**config.mk**
```make
export PLATFORM = sky130hd
export DESIGN_NAME = prod_accum
export DESIGN_NICKNAME = d
export VERILOG_FILES = /design/src/rtl/prod_accum.sv
export SDC_FILE = /design/constraint.sdc
export NUM_CORES = 1
export LEC_CHECK = 0
export ABC_AREA = 1
export BUFFER_PORTS_ARGS = -buffer_cell sky130_fd_sc_hd__buf_2
export CAP_MARGIN = 15
export CORE_AREA = 2 2 79 81
export CTS_BUF_LIST = sky130_fd_sc_hd__clkbuf_16
export CTS_CLUSTER_SIZE = 10
export DETAILED_ROUTE_END_ITERATION = 10
export DIE_AREA = 0 0 81 83
export PLACE_DENSITY = 0.71
export SETUP_SLACK_MARGIN = 0.15
export SYNTH_ARGS = -nofsm -noshare
export SYNTH_HDL_FRONTEND = slang
export SYNTH_SLANG_ARGS = --single-unit
export TNS_END_PERCENT = 10
```
**constraint.sdc**
```tcl
create_clock -name clk -period 3.05 [get_ports clk]
set_input_delay 0 -clock clk [delete_from_list [all_inputs] [get_ports clk]]
set_output_delay 0 -clock clk [all_outputs]
set_load 0.02 [all_outputs]
```
**src/rtl/prod_accum.sv**
```systemverilog
// Accumulates LEN unsigned 16-bit products into a 24-bit sum, presenting the
// result with a valid/ready handshake; flush closes a non-empty run early.
module prod_accum #(
    parameter int LEN = 8
) (
    input  logic        clk,
    input  logic        rst,
    input  logic [15:0] prod,
    input  logic        in_valid,
    output logic        in_ready,
    input  logic        flush,
    output logic [23:0] acc,
    output logic [8:0]  cnt,
    output logic        out_valid,
    input  logic        out_ready
);

    typedef enum logic {ST_ACC, ST_HOLD} state_t;

    state_t      state_q, state_d;
    logic [23:0] acc_q, acc_d;
    logic [8:0]  cnt_q, cnt_d;
    logic        accept;
    logic        last_prod;

    assign accept    = (state_q == ST_ACC) && in_valid;
    assign last_prod = (cnt_q == 9'(LEN - 1));

    always_ff @(posedge clk or posedge rst) begin
        if (rst) begin
            state_q <= ST_ACC;
            acc_q   <= '0;
            cnt_q   <= '0;
        end else begin
            state_q <= state_d;
            acc_q   <= acc_d;
            cnt_q   <= cnt_d;
        end
    end

    // An empty run never produces a result, so flush needs a product either
    // already counted or arriving this cycle.
    always_comb begin
        state_d = state_q;
        case (state_q)
            ST_ACC: begin
                if (accept && (last_prod || flush))
                    state_d = ST_HOLD;
                else if (flush && (cnt_q != '0))
                    state_d = ST_HOLD;
            end
            ST_HOLD: begin
                if (out_ready)
                    state_d = ST_ACC;
            end
            default: state_d = ST_ACC;
        endcase
    end

    always_comb begin
        acc_d = acc_q;
        cnt_d = cnt_q;
        if (accept) begin
            acc_d = acc_q + {8'd0, prod};
            cnt_d = cnt_q + 9'd1;
        end else if ((state_q == ST_HOLD) && out_ready) begin
            acc_d = '0;
            cnt_d = '0;
        end
    end

    always_comb begin
        in_ready  = (state_q == ST_ACC) && !rst;
        out_valid = (state_q == ST_HOLD);
        acc       = acc_q;
        cnt       = cnt_q;
    end

endmodule

```
* Yosys cells after proc, flatten, opt, wreduce, memory -nomap -nowiden
Cells that the tools add are included.
Word-level totals: memories kept 0, word-level logic and storage cells 24, bits in writable memories 0, latch bits 0, register bits 34, output and inout port bits 35, memory bits (read-only) 0, input bits 21
Cells by class: divide/modulo/power cells 0, multiplexer cells 8, $mul 0, equal/unequal tests 1, add/subtract/negate cells 2, $lt $le $gt $ge 0, shifts and indexed selects 0, reductions and logical operators 9, bitwise gates (word level) 1
Operators with widths (count):
- two-way mux 24 bit | 2
- adder 24 x 16 -> 24 bit | 1
- two-way mux 9 bit | 2
- adder 9 x 1 -> 9 bit (second input constant) | 1
- == test 9 x 3 -> 1 bit (second input constant) | 1
- nonzero test 9 bit | 1
- logical AND 1 bit | 5
- two-way mux 1 bit | 3
- case mux 1 bit (2 select lines) | 1
- nonzero test 2 bit | 1
- logical NOT 1 bit | 1
- logical OR 1 bit | 1
- inverter 1 bit | 1

* Longest topological paths before layout
Gate-level depths: netlist (run 1).
depth in word-level cells 5, gate-level depth with buffers 13, gate-level depth less buffers 13

* Worst setup path after synthesis (run 1)
OpenSTA, ideal clock, no wires.
kind register to register, start point register acc_q[0] (netlist: acc[0]), end point register acc_q[22] (netlist: acc[22]), clock period less this slack 1.873 ns, setup time 0.113 ns, data required time 2.937 ns, buffers on the path 0, data arrival time 1.760 ns, stages on the path, launching flop included 13, slack 1.177 ns, cells stage by stage dfrtp_1 -> ha_1 -> fa_1 -> nand3_1 -> nand3_1 -> nand2_1 -> nand2_1 -> nand2_1 -> nand3_1 -> nand2_1 -> nand2_1 -> nand2_1 -> inv_1
Between the ends: cells in the longest elaborated chain, start to end 2
RTL lines:
- start, declared | RTL line 21 | logic [23:0] acc_q, acc_d;
- start signal, assigned | RTL line 32 | acc_q <= '0;
- start signal, assigned | RTL line 36 | acc_q <= acc_d;
- adder 24 x 16 -> 24 bit | RTL line 64 | acc_d = acc_q + {8'd0, prod};
- two-way mux 24 bit | RTL line 63 | if (accept) begin
No other way between the ends. A chain may end at the register's enable or synchronous reset.

* Worst setup path in the final report (run 1)
start point register acc_q[0] (netlist: acc[0]), end point register acc_q[20] (netlist: acc[20])
The elaborated chain is that of the path after synthesis.

==> metrics.md, run 1 <==
| Metric | Value |
|---|---|
| Outcome | `complete, no violations` |
| R2r setup slk | `~1.0 ns` |
| VDD IR max | `0.490 mV` |
| Share of layout cells above drive strength 1 | `16.6%` |
| R2r worst-path depth | `12` |
| YS warnings | `0` |
| Worst slew pin tran | `0.921 ns` |
| Most frequent cells in the layout | `168 x nand2_1, 71 x inv_1, 55 x buf_2` |
| Dpl hpwl | `5220 um` |
| H-Tree Depth | `2` |
| Period utilization | `around 67%` |
| Ant diodes | `0` |
| Syn nets | `481` |
| CTS tree | `yes` |
| Cell taking the most area after synthesis | `dfrtp_1` |
| Required time worst endpoint | `about 3.2 ns` |
| P&R area growth vs syn | `17.9%` |
| Post-cts resize count | `0` |
| Hold Crit Start | `flush` |
| Drt initial violations | `113` |
| Cells after synthesis | `441` |
| Area share of the largest cell type after synthesis | `30.1%` |
| Worst hold endpoint | `out_valid` |
| Slew HR | `~39%` |
| Final setup violation count | `0` |
| CP Launch Type | `register` |
| CTS Buf Count | `5` |
| Postcts setup bufs | `0` |
| Clock transition at path regs | `0.06 ns` |
| Worst min path class | `in2reg` |
| CP Max Fanout | `4` |
| Root Driver | `clkbuf_16` |
| Die area | `about 6700 sq um` |
| Power Dens Cells | `806 nW/um^2` |
| Largest net degree at the start of global routing | `29` |
| Congestion Overflow GR | `0` |
| IO Pins | `56` |
| Via count | `about 2800` |
| Slew Viols, Final | `0` |
| Hold Buf Count CTS | `1` |
| Worst Setup SP | `acc[0]` |
| Antenna Nets Post-Route | `0` |
| Die width | `81 um` |
| First-pass GRT wire length | `12000 um` |
| Tot GR Track Use | `22.2%` |
| Unrepaired setup endpoints after global routing | `false` |
| WHS Path Cells | `3` |
| Clk_skew | `0.00307 ns` |
| Clk_lat worst skew | `around 0.28 ns` |
| Post-DR wirelength/cell | `12.0 um` |
| Max Clock Freq | `between 400 and 500 MHz` |
| Rows | `28` |
| R2R Path End | `acc[20]` |
| GPL Wtd Cong | `0.914` |
| Core Area | `5820 sq um` |
| Min Tclk post-route | `approximately 2 ns` |
| Final Hold Viols | `0` |
| Yosys cell types | `30` |
| Commonest non-fill, non-tap cell in the layout | `nand2_1` |
| Crit end category | `register` |
| Antenna violations before repair | `0` |
| Final nets | `539` |
| Total Routed Length | `6860 um` |
| # clock sinks | `34` |
| Routed vias/inst | `4.87` |
| DRC viols | `0` |
| Synthesized area per cell | `6.40 sq um` |
| Leak | `just under 2 nW` |
| Arrival @ worst endpoint | `2.22 ns` |
| Kind of critical path | `reg2reg` |
| Fin Setup TNS | `0 ns` |
| IO buf count | `55` |
| Number of global-route vias before repair | `2712` |
| Initial Util | `48.6%` |
| Count of maximum capacitance violations | `0` |
| Reg-to-reg startpoint | `acc[0]` |
| Register area share after synthesis | `30.1%` |
| Clock Path Buffers | `2` |
| DRT Pass-1 Iters | `4` |
| Cell Area, Synth | `2820 sq um` |
| Power Total | `2.68 mW` |
| Die H | `83 um` |
| Yosys reg bits | `34` |
| Ranking of synthesized cells by area | `dfrtp_1 30%, nand2_1 22%, inv_1 9.4%, ha_1 8.0%, nand3_1 5.3%` |
==> state kept, by name, summed over array words and instances, names as in the netlist <==
register   cells
out_valid      1
cnt            9
acc           24
==> synthesized netlist by cell type, drive strengths merged <==
| cell type | number |
|---|---|
| a21oi | 17 |
| a22o | 2 |
| and2 | 1 |
| and3 | 1 |
| buf | 4 |
| clkbuf | 2 |
| dfrtp | 34 |
| fa | 1 |
| ha | 18 |
| inv | 72 |
| nand2 | 175 |
| nand3 | 34 |
| nand3b | 2 |
| nand4 | 1 |
| nor2 | 43 |
| nor3 | 2 |
| nor4 | 1 |
| o21ai | 23 |
| o22ai | 1 |
| o31a | 1 |
| o32ai | 1 |
| or2 | 1 |
| xnor2 | 4 |
==> final cells by class <==
class | instances | area (sq um)
tap | 75 | 93.8
clock buffer | 5 | 125
clock inverter | 2 | 33.8
inverter | 72 | 275
multi-input combinational | 329 | 1660
fill | 583 | 2490
sequential | 34 | 851
timing repair buffer | 57 | 293
==> where the power goes <==
group | total [mW] | internal, mW | switching, mW | leakage, nW
registers | 0.683 | 0.571 | 0.112 | 0.452
clock network | 0.575 | 0.378 | 0.197 | 0.0773
logic | 1.43 | 0.472 | 0.954 | 1.42
==> worst max-delay path, cell delays in order (launching register included) <==
cell and delay, ns:
dfrtp_1 0.40, ha_1 0.23, fa_1 0.45, nand3_1 0.10
nand3_1 0.13, nand2_1 0.14, nand2_1 0.10, nand2_1 0.09
nand2_2 0.08, nand2_1 0.07, nand2_1 0.05, nand2_1 0.05
inv_1 0.03
==> kinds of logic (layout without fill, tap and decap cells) <==
logic type,after synthesis,count (layout),share of synthesized area [%]
compound gates,45,45,8.55
xor+xnor,4,4,1.24
fa+ha+maj,19,19,8.68
buf+inv,78,136,11.2
flops,34,34,30.1
simple gates,261,261,40.2
==> how the worst max path moves through the flow <==
stage | depth (start not counted) | end | slack [ns]
6_report | 12 | acc[20] | 1.01
5_1_grt | 12 | acc[22] | 0.82
4_1_cts | 12 | acc[22] | 1.00
3_5_place_dp | 12 | acc[22] | 1.01
3_3_place_gp | 12 | acc[22] | 1.07
2_1_floorplan | 12 | acc[22] | 1.18
==> metrics by stage <==
stage	setup slack [ns]	instance area (sq um)	cells	util, %	hold WS [ns]
floorplan	1.18	2820	441	-	0.0749
global placement	1.07	3160	566	54.3	0.251
detailed placement	1.01	3160	566	54.3	0.261
CTS	1.00	3330	574	57.2	0.0367
global route	0.824	3330	574	57.2	0.0539
finish	1.01	3330	574	57.2	0.0486
==> layer usage <==
metal	vias to the layer above	track usage (%)	routed length (um)	part of all wire, %
li1	1486	-	-	-
met1	1247	30.2	3270	48
met2	57	35.8	3210	47
met3	7	3.70	283	4.1
met4	0	6.63	106	1.5
met5	-	0	0	0
No activity file was read; power rests on OpenSTA's default activity.
==> run 2: changes to the inputs <==
--- a/config.mk
+++ b/config.mk
@@ -5,15 +5,15 @@
 export SDC_FILE = /design/constraint.sdc
 export NUM_CORES = 1
 export LEC_CHECK = 0
-export ABC_AREA = 1
+export ABC_AREA = 0
 export BUFFER_PORTS_ARGS = -buffer_cell sky130_fd_sc_hd__buf_2
 export CAP_MARGIN = 15
-export CORE_AREA = 2 2 79 81
+export CORE_AREA = 2 2 71 73
 export CTS_BUF_LIST = sky130_fd_sc_hd__clkbuf_16
 export CTS_CLUSTER_SIZE = 10
 export DETAILED_ROUTE_END_ITERATION = 10
-export DIE_AREA = 0 0 81 83
-export PLACE_DENSITY = 0.71
+export DIE_AREA = 0 0 73 75
+export PLACE_DENSITY = 0.74
 export SETUP_SLACK_MARGIN = 0.15
 export SYNTH_ARGS = -nofsm -noshare
 export SYNTH_HDL_FRONTEND = slang
==> constraint.sdc (replaced) <==
create_clock -name clk -period 1.9 [get_ports clk]
set_input_delay 0 -clock clk [delete_from_list [all_inputs] [get_ports clk]]
set_output_delay 0 -clock clk [all_outputs]
set_load 0.02 [all_outputs]
==> run 2 against run 1 <==
  * Largest cell class unchanged
  * Cell area is 3.2% lower
  * Worst setup slack worse by 1.1 ns
  * The run now ends with setup timing left
  * Fmax is 1.4% higher
  * Non-clock buffer count is 40 higher
  * Critical path type unchanged
  * Register-to-register slack worse by 1.1 ns
  * Worst hold slack better by 0.044 ns
  * Highest routed layer unchanged
==> metrics.md, run 2 <==
| Metric | Value |
|---|---|
| Antenna Nets Post-Route | `0` |
| Cell taking the most area after synthesis | `dfrtp_1` |
| Min Tclk post-route | `between 2 and 2.5 ns` |
| Flop pwr share | `22.9%` |
| Worst min path class | `in2reg` |
| GPL Wtd Cong | `about 0.83` |
| Max reg flops | `24` |
| H-Tree Depth | `2` |
| Commonest cells in the netlist | `34 x dfrtp_1, 32 x nand2_1, 20 x o21ai_0` |
| Cell Area, Synth | `2300 sq um` |
| CP max stage delay | `~0.42 ns` |
| Rows | `25` |
| Cells after synthesis | `243` |
| Top FF cell, synth | `dfrtp_1` |
| CP Launch Type | `register` |
| Final worst slack | `-0.113 ns` |
| Total Routed Length | `roughly 6200 um` |
| Most frequent cells in the layout | `55 x buf_2, 39 x buf_4, 32 x nand2_1` |
| Clock Power Share | `18.9%` |
| Yosys reg bits | `34` |
| Die area | `between 5000 and 6000 sq um` |
| Final nets | `378` |
| Critical path's slowest cell | `dfrtp_2` |
| Final setup violation count | `11` |
| Worst slew pin tran | `0.703 ns` |
| Required time worst endpoint | `roughly 2 ns` |
| Ranking of synthesized cells by area | `dfrtp_1 37%, ha_1 9.8%, nand2_1 5.2%, o21ai_0 4.4%, mux2i_1 3.5%` |
| Final Hold Viols | `0` |
| Crit end category | `register` |
| Count of maximum capacitance violations | `0` |
| CP Max Fanout | `4` |
| Slew HR | `53.1%` |
| Clk_skew | `0.00337 ns` |
| Clock Path Buffers | `2` |
| Int Pwr | `2.80 mW` |
| CTS Buf Count | `5` |
| Ant diodes | `0` |
| Die width | `73 um` |
| Drt initial violations | `between 150 and 200` |
| Leak | `1.60 nW` |
| YS warnings | `0` |
| Register area share after synthesis | `37.0%` |
| Slew Viols, Final | `0` |
| Switching share of total power | `41.4%` |
| Outcome | `finished, violations left` |
| Syn nets | `283` |
| Failing checks | `setup timing` |
| Core Area | `roughly 4700 sq um` |
| R2r setup slk | `-0.11 ns` |
| WHS | `about 0.093 ns` |
| Pre-CTS WS | `-0.172 ns` |
| # clock sinks | `34` |
| Root Driver | `clkbuf_16` |
| Power Dens Cells | `1480 nW/um^2` |
| Initial Util | `49.4%` |
| Largest net degree at the start of global routing | `35` |
| Congestion Overflow GR | `0` |
| Commonest non-fill, non-tap cell in the layout | `buf_2` |
| VDD IR max | `0.868 mV` |
| CTS tree | `yes` |
| Most frequent cell after synthesis | `dfrtp_1` |
| Final Util | `69.1%` |
| Unrepaired setup endpoints after global routing | `true` |
| Area share of the largest cell type after synthesis | `about 37%` |
| First-pass GRT wire length | `10200 um` |
| Tot GR Track Use | `24.3%` |
| Die H | `75 um` |
| IO buf count | `55` |
| Share of layout cells above drive strength 1 | `40.2%` |
| Kind of critical path | `reg2reg` |
| IO Pins | `56` |
| Antenna violations before repair | `0` |
| P&R area growth vs syn | `40.0%` |
| Arrival @ worst endpoint | `2.18 ns` |
| Post-synth EDFFs | `0` |
| Psw | `1.97 mW` |
| Async set-or-reset flop fraction in the synthesized netlist | `100%` |
| Post-DR wirelength/cell | `15.8 um` |
| CP cell instances | `ha_4 -> fa_2 -> a21oi_4 -> or3_1 -> o211ai_2 -> o21ai_1 -> nand3_1 -> a32o_1` |
| Clk_lat worst skew | `0.28 ns` |
| Synthesized area per cell | `9.47 sq um` |
| Max Clock Freq | `497 MHz` |
| Dpl hpwl | `4370 um` |
| Comb power frac | `58.2%` |
| Fin Setup TNS | `-0.556 ns` |
| DRT Pass-1 Iters | `4` |
| Via count | `about 2200` |
| Period utilization | `106%` |
| DRC viols | `0` |
| Yosys cell types | `50` |
| Number of global-route vias before repair | `2182` |
| Routed vias/inst | `5.69` |
| Clock transition at path regs | `0.05 ns` |
[run 2: changes by cell type in the layout (fill, tap and decap cells not counted), moves of 8 or more]
cell     delta
nor2_1     -24
nand3_1    -19
inv_1      -61
nand2_1   -136
a21oi_1     -9
buf_4      +38
mux2i_1     +8
[run 2: final timing paths]
kind | cells after the start | to | from
max | 8 | acc[10] | acc[0]
min | 3 | acc[0] | prod[0]
max reg2reg | 8 | acc[10] | acc[0]
min reg2reg | 1 | acc[23] | acc[23]
max in group asynchronous | 4 | acc[7] | rst
min in group asynchronous | 4 | acc[21] | rst
[run 2: logic make-up (layout without fill, tap and decap cells)]
kind of cell | after synthesis | count (layout) | synth area share, %
buffers and inverters | 19 | 114 | 3.97
AO/OA/AOI/OAI | 74 | 74 | 24.1
XOR/XNOR | 13 | 13 | 4.95
adder cells (fa/ha/maj) | 19 | 19 | 10.7
AND/OR/NAND/NOR | 76 | 76 | 15.9
multiplexers | 8 | 8 | 3.48
flip-flops | 34 | 34 | 37.0
[run 2: power by group through the flow]
stage / registers [mW] / logic, mW / clock network (mW)
finish: 1.09 / 2.77 / 0.902
CTS: 1.09 / 2.71 / 0.923
global route: 1.12 / 3.01 / 0.956
detailed placement: 1.09 / 2.51 / 0
global placement: 1.08 / 2.46 / 0
floorplan: 1.29 / 1.40 / 0
[run 2: metrics by stage]
| step | total power [mW] | cell area, sq um | cells |
|---|---|---|---|
| 2_1_floorplan | 2.69 | 2350 | 243 |
| 3_3_place_gp | 3.54 | 2920 | 379 |
| 3_5_place_dp | 3.60 | 2920 | 379 |
| 4_1_cts | 4.72 | 3200 | 390 |
| 5_1_grt | 5.08 | 3220 | 392 |
| 6_report | 4.77 | 3220 | 392 |
[run 2: repair_timing]
item / 4_1_cts / 5_1_grt
pin swaps: 8 / 1
gates resized for setup: 14 / 4
endpoints found under the setup margin: 18 / 21
hold buffers: 2 / 0
hold endpoints to repair: 35 / 0
buffers inserted: 2 / 2
[run 2: cell type report]
type | instances | area [sq um]
Multi-Input combinational cell | 190 | 1490
Fill cell | 380 | 1440
Sequential cell | 34 | 855
Timing Repair Buffer | 97 | 608
Clock buffer | 5 | 125
Tap cell | 54 | 67.6
Inverter | 10 | 37.5
Clock inverter | 2 | 33.8
[run 2: routing by layer]
layer / vias up / track usage (%) / wire [um]
met5: - / 0 / 0
met4: 0 / 9.05 / 161
met3: 22 / 5.49 / 310
met2: 69 / 40.6 / 3070
met1: 1053 / 30.9 / 2660
li1: 1086 / - / -
[run 2: critical path, delay by kind of cell (launching register included)]
kind            cells  cell delay (ns)
compound gates      4             0.69
fa+ha+maj           2             0.54
flops               1             0.42
simple gates        2             0.25
